===== src/rtl/arb_pkg.sv =====
// -----------------------------------------------------------------------------
// arb_pkg
// Shared types and helpers for the arb_rtl arbiter family.
//   arb_state_e       : arbiter FSM states (IDLE, GRANT, GAP)
//   C_CNT_WIDTH       : width of the grant hold counter
//   C_MAX_NUM_REQ     : largest supported requester count
//   C_MAX_OWNER_WIDTH : owner/pointer width at C_MAX_NUM_REQ
//   clog2()           : ceiling log2, used to size owner/pointer fields
// -----------------------------------------------------------------------------
package arb_pkg;

  typedef enum logic [1:0] {
    IDLE  = 2'd0,
    GRANT = 2'd1,
    GAP   = 2'd2
  } arb_state_e;

  localparam int C_CNT_WIDTH       = 16;
  localparam int C_MAX_NUM_REQ     = 16;
  localparam int C_MAX_OWNER_WIDTH = 4;

  // Smallest r with 2**r >= value. Evaluated at elaboration only.
  function automatic int clog2(input int value);
    int r;
    r = 0;
    while ((1 << r) < value) begin
      r = r + 1;
    end
    return r;
  endfunction

endpackage


===== src/rtl/arb_rr_pick.sv =====
// -----------------------------------------------------------------------------
// arb_rr_pick
// Combinational rotate-priority encoder. Starting just after i_ptr and
// wrapping modulo C_NUM_REQ, returns the first asserted request.
// Ports:
//   i_req    [C_NUM_REQ]   request vector
//   i_ptr    [C_IDX_WIDTH] index of the lowest-priority requester
//   o_valid                at least one request is set
//   o_index  [C_IDX_WIDTH] winning requester index (0 when !o_valid)
//   o_onehot [C_NUM_REQ]   winning requester as a one-hot vector
// -----------------------------------------------------------------------------
module arb_rr_pick
  import arb_pkg::*;
#(
  parameter int C_NUM_REQ   = 4,
  parameter int C_IDX_WIDTH = clog2(C_NUM_REQ)
) (
  input  logic [C_NUM_REQ-1:0]   i_req,
  input  logic [C_IDX_WIDTH-1:0] i_ptr,
  output logic                   o_valid,
  output logic [C_IDX_WIDTH-1:0] o_index,
  output logic [C_NUM_REQ-1:0]   o_onehot
);

  int                   w_cand;
  logic [C_IDX_WIDTH-1:0] w_cand_idx;

  // Visit ptr+1, ptr+2, ..., ptr+N (mod N); the last visited is ptr itself,
  // so the previous owner only wins when nobody else is asking. The explicit
  // modulo keeps non-power-of-two counts from ever producing an index >= N.
  always_comb begin
    o_valid    = 1'b0;
    o_index    = '0;
    o_onehot   = '0;
    w_cand     = 0;
    w_cand_idx = '0;
    for (int k = 1; k <= C_NUM_REQ; k++) begin
      w_cand     = (int'(i_ptr) + k) % C_NUM_REQ;
      w_cand_idx = w_cand[C_IDX_WIDTH-1:0];
      if (!o_valid && i_req[w_cand_idx]) begin
        o_valid              = 1'b1;
        o_index              = w_cand_idx;
        o_onehot[w_cand_idx] = 1'b1;
      end
    end
  end

endmodule


===== src/rtl/arb_rr_arbiter.sv =====
// -----------------------------------------------------------------------------
// arb_rr_arbiter
// Round-robin arbiter for the S_ARB side of the REQ/GNT/REL interface.
// Grants one requester at a time and holds the grant until the owner
// releases, abandons (drops its request) or, optionally, times out. Every
// grant is followed by one dead GAP cycle before the next arbitration.
//
// Handshake: s_req[i] is a level; a grant is issued only from IDLE and is
// held in GRANT. Only the owner's s_rel/s_req bits are looked at, and only
// in GRANT; all s_rel activity elsewhere is ignored. s_gnt is registered.
//
// Ports:
//   aclk        clock, rising edge
//   areset      synchronous active-high reset
//   s_req       [C_NUM_REQ]     per-requester request level
//   s_rel       [C_NUM_REQ]     per-requester release (pulse or level)
//   s_gnt       [C_NUM_REQ]     one-hot registered grant
//   busy                        high while a grant is held
//   owner       [C_OWNER_WIDTH] current or most recent owner
//   timeout_evt                 one-cycle pulse after a forced revoke
//   dbg_state   [2]             FSM state (arb_state_e encoding)
// -----------------------------------------------------------------------------
module arb_rr_arbiter
  import arb_pkg::*;
#(
  parameter  int C_NUM_REQ      = 4,
  parameter  int C_HOLD_TIMEOUT = 0,
  localparam int C_OWNER_WIDTH  = clog2(C_NUM_REQ)
) (
  input  logic                     aclk,
  input  logic                     areset,
  input  logic [C_NUM_REQ-1:0]     s_req,
  input  logic [C_NUM_REQ-1:0]     s_rel,
  output logic [C_NUM_REQ-1:0]     s_gnt,
  output logic                     busy,
  output logic [C_OWNER_WIDTH-1:0] owner,
  output logic                     timeout_evt,
  output logic [1:0]               dbg_state
);

  // Pointer reset value: the last index, so requester 0 is searched first.
  localparam logic [C_OWNER_WIDTH-1:0] C_PTR_RST = C_OWNER_WIDTH'(C_NUM_REQ - 1);

  // ---------------------------------------------------------------------------
  // Registers
  // ---------------------------------------------------------------------------
  arb_state_e               r_state;
  logic [C_NUM_REQ-1:0]     r_gnt;
  logic                     r_busy;
  logic [C_OWNER_WIDTH-1:0] r_owner;
  logic [C_OWNER_WIDTH-1:0] r_ptr;
  logic                     r_evt;

  // ---------------------------------------------------------------------------
  // Next-state wires
  // ---------------------------------------------------------------------------
  arb_state_e               w_state_nxt;
  logic [C_NUM_REQ-1:0]     w_gnt_nxt;
  logic                     w_busy_nxt;
  logic [C_OWNER_WIDTH-1:0] w_owner_nxt;
  logic [C_OWNER_WIDTH-1:0] w_ptr_nxt;
  logic                     w_evt_nxt;

  logic                     w_pick_valid;
  logic [C_OWNER_WIDTH-1:0] w_pick_index;
  logic [C_NUM_REQ-1:0]     w_pick_onehot;

  logic                     w_rel;
  logic                     w_abandon;
  logic                     w_timeout_hit;
  logic                     w_exit;

  // ---------------------------------------------------------------------------
  // Rotate-priority selection
  // ---------------------------------------------------------------------------
  arb_rr_pick #(
    .C_NUM_REQ   (C_NUM_REQ),
    .C_IDX_WIDTH (C_OWNER_WIDTH)
  ) u_pick (
    .i_req    (s_req),
    .i_ptr    (r_ptr),
    .o_valid  (w_pick_valid),
    .o_index  (w_pick_index),
    .o_onehot (w_pick_onehot)
  );

  // Only the owner's bits matter; non-owner release pulses are ignored.
  assign w_rel     = s_rel[r_owner];
  assign w_abandon = ~s_req[r_owner];

  // ---------------------------------------------------------------------------
  // Hold counter. Zero whenever not in GRANT, so it is already clear on the
  // first GRANT cycle. Firing at T-1 means the grant is visible for exactly T
  // cycles. It saturates rather than wrapping.
  // ---------------------------------------------------------------------------
  generate
    if (C_HOLD_TIMEOUT > 0) begin : g_timeout
      localparam logic [C_CNT_WIDTH-1:0] C_LIMIT = C_CNT_WIDTH'(C_HOLD_TIMEOUT - 1);
      localparam logic [C_CNT_WIDTH-1:0] C_SAT   = '1;

      logic [C_CNT_WIDTH-1:0] r_cnt;

      always_ff @(posedge aclk) begin
        if (areset) begin
          r_cnt <= '0;
        end else if (r_state != GRANT) begin
          r_cnt <= '0;
        end else if (r_cnt != C_SAT) begin
          r_cnt <= r_cnt + 1'b1;
        end
      end

      assign w_timeout_hit = (r_state == GRANT) && (r_cnt == C_LIMIT);
    end else begin : g_no_timeout
      assign w_timeout_hit = 1'b0;
    end
  endgenerate

  assign w_exit = w_rel | w_abandon | w_timeout_hit;

  // ---------------------------------------------------------------------------
  // FSM: state register
  // ---------------------------------------------------------------------------
  always_ff @(posedge aclk) begin
    if (areset) begin
      r_state <= IDLE;
      r_gnt   <= '0;
      r_busy  <= 1'b0;
      r_owner <= '0;
      r_ptr   <= C_PTR_RST;
      r_evt   <= 1'b0;
    end else begin
      r_state <= w_state_nxt;
      r_gnt   <= w_gnt_nxt;
      r_busy  <= w_busy_nxt;
      r_owner <= w_owner_nxt;
      r_ptr   <= w_ptr_nxt;
      r_evt   <= w_evt_nxt;
    end
  end

  // ---------------------------------------------------------------------------
  // FSM: next-state and registered-output logic
  // ---------------------------------------------------------------------------
  always_comb begin
    w_state_nxt = r_state;
    w_gnt_nxt   = r_gnt;
    w_busy_nxt  = r_busy;
    w_owner_nxt = r_owner;
    w_ptr_nxt   = r_ptr;
    w_evt_nxt   = 1'b0;

    unique case (r_state)
      IDLE: begin
        if (w_pick_valid) begin
          w_state_nxt = GRANT;
          w_gnt_nxt   = w_pick_onehot;
          w_busy_nxt  = 1'b1;
          w_owner_nxt = w_pick_index;
        end
      end

      GRANT: begin
        if (w_exit) begin
          w_state_nxt = GAP;
          w_gnt_nxt   = '0;
          w_busy_nxt  = 1'b0;
          // Departing owner becomes lowest priority for the next round.
          w_ptr_nxt   = r_owner;
          // A voluntary exit in the same cycle wins over the timeout.
          w_evt_nxt   = w_timeout_hit & ~w_rel & ~w_abandon;
        end
      end

      GAP: begin
        // Single dead cycle; requests are deliberately not sampled here.
        w_state_nxt = IDLE;
      end

      default: begin
        w_state_nxt = IDLE;
        w_gnt_nxt   = '0;
        w_busy_nxt  = 1'b0;
      end
    endcase
  end

  // ---------------------------------------------------------------------------
  // Outputs
  // ---------------------------------------------------------------------------
  assign s_gnt       = r_gnt;
  assign busy        = r_busy;
  assign owner       = r_owner;
  assign timeout_evt = (C_HOLD_TIMEOUT > 0) ? r_evt : 1'b0;
  assign dbg_state   = r_state;

endmodule


===== config.mk =====
export PLATFORM = sky130hd
export DESIGN_NAME = arb_rr_arbiter
export DESIGN_NICKNAME = d
export VERILOG_FILES = /design/src/rtl/arb_pkg.sv /design/src/rtl/arb_rr_pick.sv /design/src/rtl/arb_rr_arbiter.sv
export SDC_FILE = /design/constraint.sdc
export NUM_CORES = 1
export LEC_CHECK = 0
export CAP_MARGIN = 20
export CORE_UTILIZATION = 56
export CTS_CLUSTER_DIAMETER = 40
export DETAILED_ROUTE_END_ITERATION = 6
export PLACE_DENSITY = 0.87
export SETUP_SLACK_MARGIN = 0.1
export SYNTH_ARGS = -nofsm -noshare
export SYNTH_HDL_FRONTEND = slang
export SYNTH_SLANG_ARGS = --single-unit

===== constraint.sdc =====
create_clock -name aclk -period 4.55 [get_ports aclk]
set_clock_uncertainty 0.15 [all_clocks]
set_input_delay 0.455 -clock aclk [delete_from_list [all_inputs] [get_ports aclk]]
set_output_delay 0.455 -clock aclk [all_outputs]
set_load 0.05 [all_outputs]

# Word-level counts from Yosys, hierarchy flattened
# Index checks and enable logic that the tools add are counted.
[word_totals]
register_bits = 11
latchBits = 0
ram_bits = 0
romBits = 0
inputBits = 10
out_inout_bits = 10
word_cells = 84
memories = 0
[op_classes]
add_sub_neg = 4
multipliers = 0
n_div = 0
magnitude_cmp = 9
n_eq_ne = 4
shift = 0
mux = 41
bitwise = 6
reduce_logical = 15
[op_table]
columns = ["op", "n"]
rows = [
  ["4-bit two-way mux", 6],
  ["1-bit two-way mux", 16],
  ["2-bit by 3-bit less-than comparator with 1-bit output, second input constant", 5],
  ["1-bit binary-select mux with 2-bit select", 6],
  ["2-bit two-way mux", 6],
  ["4-bit bitwise OR", 3],
  ["4-bit case mux with 3 select lines", 1],
  ["1-bit demux with 2-bit select", 4],
  ["2-bit by 1-bit >= comparator with 1-bit output, second input constant", 4],
  ["1-bit logical AND", 7],
  ["2-bit AND reduction", 3],
  ["2-bit by 1-bit adder with 2-bit output, second input constant", 2],
  ["2-bit adder, second input constant", 2],
  ["2-bit case mux with 2 select lines", 1],
  ["1-bit zero test", 3],
  ["1-bit case mux with 3 select lines", 1],
  ["3-bit AND reduction", 1],
  ["2-bit by 1-bit equality test with 1-bit output, second input constant", 1],
  ["2-bit equality test, second input constant", 1],
  ["2-bit zero test", 1],
  ["2-bit by 1-bit != test with 1-bit output, second input constant", 1],
  ["2-bit != test, second input constant", 1],
  ["1-bit inverter", 2],
  ["1-bit bitwise OR", 1],
]

# Longest topological paths before layout
# Gate-level depths: netlist (run 1).
[depth]
word_depth = 15
depth_mapped = 8
depth_no_buf = 6

# Hierarchy
# From an unflattened synthesis (run 1), not the netlist that was laid out.
[hier_totals]
cells_unflattened = 146
hier_area_um2 = 1191.1
[modules_own_cells]
columns = ["module", "instances", "cells_per_inst", "area_each_um2", "seq_area_each_um2"]
rows = [
  ["arb_rr_pick", 1, 85, 631.9, 0.0],
  ["arb_rr_arbiter", 1, 61, 559.3, 220.2],
]

# Worst setup path after synthesis (run 1)
# No wires, ideal clock.
[synth_timing]
kind = "flip-flop to flip-flop"
from = "register r_ptr[0]"
to = "register r_gnt[0] (netlist: s_gnt[0])"
setup_time_ps = 122
t_arrival_ps = 2160
required_time_ps = 4278
setup_slack_ps = 2118
path_stages_with_launch = 9
n_path_buf = 2
period_less_slack_ps = 2432
path_cell_list = "dfxtp_1 buf_6 inv_1 ha_1 buf_2 mux4_2 or3b_1 a221oi_1 a221o_1"
[synth_between]
elab_chain_len = 15
word_cells_on_any_way = 53
classes_between = "4 x add/sub; 8 x order compare; 1 x eq/ne; 26 x mux; 3 x bitwise; 11 x reduce/logical"
[synth_rtl]
columns = ["item", "line", "rtl"]
rows = [
  ["start: declaration", "arb_rr_arbiter.sv:51", "logic [C_OWNER_WIDTH-1:0] r_ptr;"],
  ["start signal: assignment", "arb_rr_arbiter.sv:137", "r_ptr <= w_ptr_nxt;"],
  ["branches (longest 15 deep; another with 2-bit by 3-bit less-than comparator with 1-bit output)", "--", ""],
  ["end signal: assignment", "arb_rr_arbiter.sv:134", "r_gnt <= w_gnt_nxt;"],
  ["end: declaration", "arb_rr_arbiter.sv:48", "logic [C_NUM_REQ-1:0] r_gnt;"],
]
# Several ways; the timed one is not identified. The select of a mux whose other input is x is not followed.
# A chain may end at the register's enable or synchronous reset.

# Worst setup path in the final report (run 1)
[layout_timing]
from = "register r_ptr[0]"
to = "register r_gnt[1] (netlist: s_gnt[1])"
# Same word-level chain as after synthesis.

==> results.md, run 1 <==
- Post-synth top area cell: dfxtp_1
- # nets final: 156
- Post-Syn Area: 1110 µm²
- Fillers: 143
- Layout cell share with drive strength beyond 1: a little under a tenth
- Post-synth net total: around 140
- Die ar.: roughly 2200 µm²
- Pin count of the biggest net entering global routing: 18
- Worst slew pin tran: 0.578 ns
- Drc violations: 0
- Sequential share of the synthesized area: between 10% and 20%
- Die width: between 40 and 50 µm
- Worst-skew pair later-pin latency: 0.27 ns
- Post-CTS Resized: 0
- CTS buffer count: 3
- CTS Hold Bufs: 0
- Hold Path Class: flop to flop
- Status: complete, no violations
- Starting Density: ~60%
- Clk buf depth: 2
- Vias in the first global route: 881
- Yosys reg bits: 11
- Number of routed nets with antenna violations: 0
- Worst Reg2Reg Path Length in Cells: 6
- CTS tree: built
- FF-to-FF Start: r_ptr[0]
- Synth top area share: 19.8%
- Most common library cells after synthesis: a21oi_1, dfxtp_1, inv_1
- Final Cycle Share: a little under two thirds
- DR WL/cell: 15.1 µm
- Ys flop type: dfxtp_1
- Leak: 0.000487 µW
- Post-synth cell types: 40
- Syn Inst Count: 125
- Top-level port count: 20
- Layout area overhead: 16.1%
- Antenna cells: 0
- Worst Setup Path Type: flop to flop
- Asr flop ratio synth: 0%
- Syn Area/Cell: 8.91 µm²
- Peak VDD IR: 190 µV
- Worst-path maximum fanout: 15
- WL final: 2440 µm
- Final min period: a little under 3 ns
- Setup_tns: 0 ns
- Die H: 46.6 µm
- Reg-to-reg endpoint: s_gnt[1]
- Arrival @ worst endpoint: 2.90 ns
- Initial drt markers: 50
- FP Rows: 15
- Setup crit end kind: flop
- IO buf count: 18
- CP endpoint: s_gnt[1]
- CTS root buffer: clkbuf_4
- Via count: 1018
- Final hold slack: 0.318 ns
- RSZ-0062 raised after global routing: false
- Pins Over Slew Limit: 0
- Detailed Place HPWL: between 1500 and 2000 µm
- RD Place Congestion: 0.867
- GRT Resource Usage Total: 26.2%
- Drt pass-1 iters: 4
- Core Region: between 1500 and 2000 µm²
- Initial antenna violation count: 0
- Reg clk slew, reported paths: 0.07 ns
- Global-route congestion overflow total: 0
- Setup violators final: 0
- Postcts setup bufs: 0
- Crit. Startpoint: r_ptr[0]
- Relative slew slack: between 60% and 70%
- H-tree depth: 1
- Hold Vio Cnt, Final: 0
- R2R Setup Slk: 1.67 ns
- CP startpoint kind: flop
- Max cap viols: 0
- Post-synth EDFFs: 0
- Fmax: roughly 0.35 GHz
- First-pass GRT wire length: 4030 µm
- Vias per std cell: approximately 6.3
- Yosys warns: 0
- Clk sinks: 11
- Top post-synthesis cells by area: dfxtp_1, mux4_2, ha_1
- PD cells: ~390 nW/µm²
- Critical Path RT: ~4.6 ns
[layout make-up]
type / count / area [µm²] / share of cell area, %
well taps: 25 / 31.3 / 2.42
repair buffers: 18 / 180 / 13.9
flip-flops and latches: 11 / 220 / 17.0
clock buffers: 4 / 26.3 / 2.03
inverters: 12 / 45.0 / 3.48
multi-input cells: 92 / 790 / 61.1
[where the power goes]
group          internal (µW)  total (µW)  switching (µW)  leakage (µW)
sequential               116         152            35.3     0.0000910
combinational            123         281             158      0.000381
clock                   34.0        69.2            35.2     0.0000150
[worst min-delay path by stage]
stage                               to  slack, ns  cells after the start  startpoint
after CTS                         busy       0.33                      2        busy
after detailed placement          busy       0.32                      2        busy
after global placement            busy       0.29                      2        busy
after floorplan           dbg_state[0]       0.38                      1      areset
after global routing          s_gnt[3]       0.35                      1    s_gnt[3]
final                             busy       0.32                      2        busy
[critical path, cell delays in order, from the launching register on]
cell and delay (ns):
dfxtp_1 0.68, inv_1 0.31, ha_1 0.55, mux4_2 0.58, or3b_1 0.18, a221oi_1 0.07
a221o_1 0.26
[placed cells by master (no fill, tap or decap), drive strengths merged, types with 3 or more instances in the layout]
cell type and count:
inv 12, dfxtp 11, mux2i 4, a21oi 11, nand3b 4, a221oi 4
o21ai 3, or3b 7, a221o 7, nor2b 6, clkbuf 4, clkdlybuf4s50 18
mux4 5, nor2 4, nand2b 4, ha 8
[flip-flops by register name, indices dropped and copies added, names as in the netlist]
| signal | count |
|---|---|
| s_gnt | 4 |
| dbg_state | 2 |
| owner | 2 |
| r_ptr | 2 |
| busy | 1 |
[per-stage QoR]
stage / worst slack, ns / cell area (µm²) / cells / power (µW) / utilization, %
global placement: 1.79 / 1270 / 158 / 422 / 70.3
finish: 1.67 / 1290 / 162 / 502 / 71.7
CTS: 1.67 / 1290 / 162 / 499 / 71.7
detailed placement: 1.67 / 1270 / 158 / 432 / 70.3
global route: 1.43 / 1290 / 162 / 537 / 71.7
floorplan: 2.12 / 1110 / 125 / 366 / -
[routing by layer]
layer  track usage [%]  vias to the layer above  share of wire (%)
met3              3.92                        6                5.4
met4              10.0                        0                1.6
met1              34.8                      469                 44
li1                  -                      497                  -
met5                 0                        -                  0
met2              41.9                       46                 49
[cells by family (layout without fill, tap and decap cells)]
| family | after synthesis | count (layout) | synth area share, % |
|---|---|---|---|
| AO/OA/AOI/OAI | 37 | 37 | 25.3 |
| adder cells (fa/ha/maj) | 8 | 8 | 8.99 |
| buffers and inverters | 22 | 34 | 9.33 |
| flip-flops | 11 | 11 | 19.8 |
| multiplexers | 11 | 11 | 15.7 |
| other | 1 | 1 | 0.337 |
| AND/OR/NAND/NOR | 35 | 35 | 20.6 |
No activity file was read; power rests on OpenSTA's default activity.
==> run 2: changes to the inputs <==
--- a/config.mk
+++ b/config.mk
@@ -6,10 +6,10 @@
 export NUM_CORES = 1
 export LEC_CHECK = 0
 export CAP_MARGIN = 20
-export CORE_UTILIZATION = 56
+export CORE_UTILIZATION = 47
 export CTS_CLUSTER_DIAMETER = 40
 export DETAILED_ROUTE_END_ITERATION = 6
-export PLACE_DENSITY = 0.87
+export PLACE_DENSITY = 0.78
 export SETUP_SLACK_MARGIN = 0.1
 export SYNTH_ARGS = -nofsm -noshare
 export SYNTH_HDL_FRONTEND = slang
==> constraint.sdc (replaced) <==
create_clock -name aclk -period 2.4 [get_ports aclk]
set_clock_uncertainty 0.15 [all_clocks]
set_input_delay 0.24 -clock aclk [delete_from_list [all_inputs] [get_ports aclk]]
set_output_delay 0.24 -clock aclk [all_outputs]
set_load 0.05 [all_outputs]
==> run 2 against run 1 <==
Net effect: via count rose by 7.0%; sequential share of layout area shrank 1.9 points; final cell count grew 13%.
==> results.md, run 2 (synthesis results as in run 1) <==
- Hold Path Class: flop to flop
- Final worst setup slack: 0.203 ns (-1.46 ns)
- Top-level port count: 20 (unchanged)
- Starting Density: 50.3% (-11 points)
- FF-to-FF Start: r_ptr[0]
- Die width: 50.7 µm (+8.8%)
- Layout cell share with drive strength beyond 1: 24.5% (+15 points)
- Core Region: 2210 µm² (+23%)
- Pins Over Slew Limit: 0 (unchanged)
- CTS buffer count: 3 (unchanged)
- Hold Crit Start: busy
- CTS Hold Bufs: 0 (unchanged)
- Worst Setup Path Type: flop to flop
- Clk sinks: 11 (unchanged)
- Cell Area, Placed: 1450 µm² (+15%)
- IO buf count: 18 (unchanged)
- Pin count of the biggest net entering global routing: 15 (-3)
- CP startpoint kind: flop
- Sequential share of power: 25.6% (-4.6 points)
- Finished Cell Area: 1480 µm² (+15%)
- DR WL/cell: 14.9 µm (-0.92%)
- Worst-skew pair later-pin latency: 0.27 ns (about the same)
- Die ar.: 2570 µm² (+18%)
- Drt pass-1 iters: 4 (unchanged)
- Min-Delay Endpoint: busy
- Antenna cells: 0 (unchanged)
- GRT Resource Usage Total: 24.9% (-1.3 points)
- Hold Vio Cnt, Final: 0 (unchanged)
- Final min period: 2.20 ns (-0.688 ns)
- CTS tree: built
- Internal power: 576 µW (+110%)
- Commonest non-fill, non-tap cells in the layout: clkdlybuf4s50_1, buf_4, a21oi_1
- Most common cell after layout, fill and taps aside: clkdlybuf4s50_1
- Psw: 463 µW (+100%)
- Clk buf depth: 2 (unchanged)
- Vias in the first global route: 1096 (+24%)
- Total power: 1040 µW (+110%)
- Max cap viols: 0 (unchanged)
- Area occupied by multi-input gates: 827 µm² (+4.8%)
- Via count: 1089 (+7.0%)
- Critical Path RT: 2.41 ns (-2.15 ns)
- Drc violations: 0 (unchanged)
- Number of routed nets with antenna violations: 0 (unchanged)
- Worst slew pin tran: 0.504 ns (-0.0744 ns)
- Vias per std cell: 5.95 (-5.3%)
- FP Rows: 17 (+2)
- Dpl ws: -0.00936 ns (-1.68 ns)
- Final hold slack: 0.317 ns (-0.000700 ns)
- Hold depth: 2 (unchanged)
- First-pass GRT wire length: 4840 µm (+20%)
- Initial antenna violation count: 0 (unchanged)
- Reg-to-reg endpoint: s_gnt[2]
- Final Cycle Share: 91.5% (+28 points)
- Peak VDD IR: 403 µV (+110%)
- Combinational Power Share: 62.1% (+6.1 points)
- Sequential cell area: 224 µm² (+1.7%)
- Die H: 50.7 µm (+8.8%)
- Fmax: 0.455 GHz (+31%)
- Status: complete, no violations
- Detailed Place HPWL: 2180 µm (+21%)
- Worst Reg2Reg Path Length in Cells: 6 (unchanged)
- CTS root buffer: clkbuf_4
- PD cells: 702 nW/µm² (+81%)
- Setup violators final: 0 (unchanged)
- R2R Setup Slk: 0.20 ns (-1.46 ns)
- Crit. Startpoint: r_ptr[0]
- Initial drt markers: 14 (-72%)
- WL final: 2730 µm (+12%)
- Layout area overhead: 32.9%
- Leak: 0.000571 µW (+17%)
- Clk pwr share: 12.3% (-1.5 points)
- Relative slew slack: 66.3% (+4.9 points)
- Flip-flop count of the largest register after layout: 4 (unchanged)
- Arrival @ worst endpoint: 2.20 ns (-0.70 ns)
- Worst-path maximum fanout: 8 (-7)
- RSZ-0062 raised after global routing: false
- Sw frac: 44.6% (-1.0 points)
- H-tree depth: 1 (unchanged)
- # nets final: 174 (+12%)
- Global-route congestion overflow total: 0 (unchanged)
- Reg clk slew, reported paths: 0.07 ns (about the same)
- Setup crit end kind: flop
- Fillers: 187 (+31%)
- RD Place Congestion: 0.836 (-3.6%)
-- run 2: cell count changes in the layout (fill, tap and decap cells not counted), sizes merged --
cell	change
buf	+18
inv	-1
clkinvlp	+1
-- run 2: how the worst max path moves through the flow --
stage,endpoint,slack (ns),cells past startpoint
3_5_place_dp,s_gnt[0],-0.009,5
5_1_grt,s_gnt[2],0.10,6
4_1_cts,s_gnt[2],0.21,5
2_1_floorplan,s_gnt[0],0.07,8
6_report,s_gnt[2],0.20,6
3_3_place_gp,s_gnt[2],0.07,5
-- run 2: cell type report --
class                      count  share of cell area (%)
multi-input combinational     92                    55.9
sequential                    11                    15.1
tap                           28                    2.37
timing repair buffer          36                    21.6
inverter                      12                    3.30
clock buffer                   4                    1.78
-- run 2: stage by stage --
| stage | util, % | std cells | setup TNS, ns |
|---|---|---|---|
| finish | 66.9 | 183 | 0 |
| global route | 66.9 | 183 | 0 |
| CTS | 66.7 | 183 | 0 |
| detailed placement | 65.6 | 179 | -0.0189 |
| global placement | 65.6 | 179 | 0 |
| floorplan | - | 125 | 0 |
-- run 2: critical path, stage by stage (launching register included) --
cell        delay (ns)
dfxtp_4           0.41
clkinvlp_4        0.12
ha_4              0.33
mux4_2            0.54
or3b_1            0.21
a221oi_2          0.07
a221o_1           0.26
-- run 2: routing by layer --
metal  global-route usage [%]  part of all wire [%]
met4                     9.26                   2.1
met5                        0                     0
met2                     41.8                    50
met3                     5.15                   3.6
met1                     31.1                    44
-- run 2: timing repair --
item | 4_1_cts | 5_1_grt
buffers inserted | 0 | 0
setup endpoints to repair | 0 | 1
resized for setup | 0 | 1
-- run 2: power groups by stage --
stage	sequential, µW	clock [µW]	combinational (µW)
floorplan	364	0	372
global placement	268	0	620
detailed placement	270	0	642
CTS	266	129	644
global route	272	141	701
finish	266	128	646
==> run 3: changes to the inputs <==
--- a/config.mk
+++ b/config.mk
@@ -6,6 +6,7 @@
 export NUM_CORES = 1
 export LEC_CHECK = 0
 export CAP_MARGIN = 20
+export CORE_MARGIN = 8
 export CORE_UTILIZATION = 47
 export CTS_CLUSTER_DIAMETER = 40
 export DETAILED_ROUTE_END_ITERATION = 6
==> run 3 against run 2 <==
Net effect: first-iteration DRC count rose to 2.8 times the previous value; die area up 63%; via count down 4.2%; combinational power down 1%.
==> results.md, run 3 (synthesis results as in run 1) <==
- Drt pass-1 iters: 4 (unchanged)
- Max cap viols: 0 (unchanged)
- Final std cells w/o fill: 181 (-1.1%)
- Commonest non-fill, non-tap cells in the layout: clkdlybuf4s50_1, buf_4, a21oi_1
- Final Cycle Share: 91.5% (about the same)
- Vias in the first global route: 1068 (-2.6%)
- Initial antenna violation count: 0 (unchanged)
- Worst Setup Path Type: flop to flop
- FF-to-FF Start: r_ptr[0]
- CTS Hold Bufs: 0 (unchanged)
- Top-level port count: 20 (unchanged)
- Vias per std cell: 5.76 (-3.2%)
- Initial drt markers: 39 (+25)
- Setup_tns: 0 ns (unchanged)
- Finished Cell Area: 1460 µm² (-1.3%)
- Global-route congestion overflow total: 0 (unchanged)
- Die ar.: 4180 µm² (+63%)
- Via count: 1043 (-4.2%)
- Fmax: 0.455 GHz (about the same)
- Drc violations: 0 (unchanged)
- Fillers: 194 (+3.7%)
- First-pass GRT wire length: 4820 µm (-0.56%)
- Cell Area, Placed: 1440 µm² (-1.0%)
- Setup violators final: 0 (unchanged)
- Setup crit end kind: flop
- Reg-to-reg endpoint: s_gnt[0]
- Sw frac: 44.5% (-0.068 points)
- Clk buf depth: 2 (unchanged)
- Number of routed nets with antenna violations: 0 (unchanged)
- RSZ-0062 raised after global routing: false
- Post-CTS Resized: 0 (unchanged)
- Worst-skew pair later-pin latency: 0.27 ns (about the same)
- Clk sinks: 11 (unchanged)
- PD cells: 705 nW/µm² (+0.38%)
- RD Place Congestion: 0.855 (+2.3%)
- IO buf count: 18 (unchanged)
- Psw: 458 µW (-1.0%)
- Reg clk slew, reported paths: 0.07 ns (about the same)
- Sequential share of power: 25.8% (+0.2 points)
- Antenna cells: 0 (unchanged)
- DR WL/cell: 15.4 µm (+3.2%)
- FP Rows: 17 (unchanged)
- Detailed Place HPWL: 2180 µm (about the same)
- Pins Over Slew Limit: 0 (unchanged)
- Layout area overhead: 31.2%
- Final min period: 2.20 ns (-0.000746 ns)
- Flip-flop count of the largest register after layout: 4 (unchanged)
- WL final: 2790 µm (+2.1%)
- Starting Density: 49.9% (-0.48 points)
- CTS tree: built
- Critical Path RT: 2.40 ns (about the same)
- Worst slew pin tran: 0.504 ns (+0.0000816 ns)
- Worst-path maximum fanout: 8 (unchanged)
- R2R Setup Slk: 0.20 ns (about the same)
- Crit. Startpoint: r_ptr[0]
- CP endpoint: s_gnt[0]
- Clk pwr share: 12.2% (about the same)
- Placed insts: 177 (-1.1%)
- Arrival @ worst endpoint: 2.19 ns (about the same)
- Layout cell share with drive strength beyond 1: 23.5% (-0.99 points)
- Postcts setup bufs: 0 (unchanged)
- Pin count of the biggest net entering global routing: 15 (unchanged)
- # nets final: 172 (-1.1%)
- Combinational Power Share: 62.0% (about the same)
- Die width: 64.7 µm (+28%)
- Most common cell after layout, fill and taps aside: clkdlybuf4s50_1
- Internal power: 572 µW (-0.77%)
- Die H: 64.7 µm (+28%)
- GRT Resource Usage Total: 14.0% (-11 points)
- Worst Reg2Reg Path Length in Cells: 6 (unchanged)
- Hold Vio Cnt, Final: 0 (unchanged)
- Peak VDD IR: 473 µV (+17%)
- CP startpoint kind: flop
- H-tree depth: 1 (unchanged)
- Core Region: 2230 µm² (+0.96%)
- Relative slew slack: 66.3% (about the same)
- CTS root buffer: clkbuf_4
- Hold Path Class: flop to flop
- Leak: 0.000560 µW (-2.0%)
- Status: complete, no violations
- CTS buffer count: 3 (unchanged)
[run 3: cell types whose count changed in the layout (fill, tap and decap cells not counted)]
cell / change
buf_4: -1
buf_6: -1
[run 3: how the worst min path moves through the flow]
stage,start,end,slack [ns],cells after the start
2_1_floorplan,areset,dbg_state[0],0.17,1
3_3_place_gp,busy,busy,0.29,2
3_5_place_dp,busy,busy,0.30,2
4_1_cts,busy,busy,0.30,2
5_1_grt,busy,busy,0.33,2
6_report,busy,busy,0.31,2
[run 3: worst max-delay path: stages, from the launching register on]
cell and delay [ns]:
dfxtp_4 0.40, clkinvlp_4 0.11, ha_4 0.32, mux4_2 0.53
or3b_1 0.20, a221oi_2 0.07, a221o_1 0.28
[run 3: routing by layer]
metal  track usage (%)  wire [µm]  up-vias
li1                  -          -      531
met1              16.1       1200      478
met2              24.1       1420       26
met3              3.61        110        8
met4              5.72         59        0
met5                 0          0        -
[run 3: cell type report]
type	instances	area, µm²	area share [%]
Tap cell	28	35.0	2.40
Inverter	12	48.8	3.34
Multi-Input combinational cell	92	827	56.6
Clock buffer	4	26.3	1.80
Timing Repair Buffer	34	300	20.5
Sequential cell	11	224	15.3
[run 3: power groups by stage]
stage	registers [µW]	clock network, µW	logic [µW]
after floorplan	364	0	372
after CTS	266	125	641
after global placement	267	0	622
final	266	125	639
after detailed placement	269	0	639
after global routing	272	140	691
[run 3: through the flow]
stage	util (%)	hold WS [ns]	setup WS [ns]	total power (µW)
after floorplan	-	0.167	0.0697	735
after global placement	64.3	0.289	0.0774	888
after detailed placement	64.3	0.296	0.0125	908
after CTS	65.4	0.304	0.200	1030
after global routing	65.4	0.328	0.120	1100
final	65.4	0.306	0.204	1030
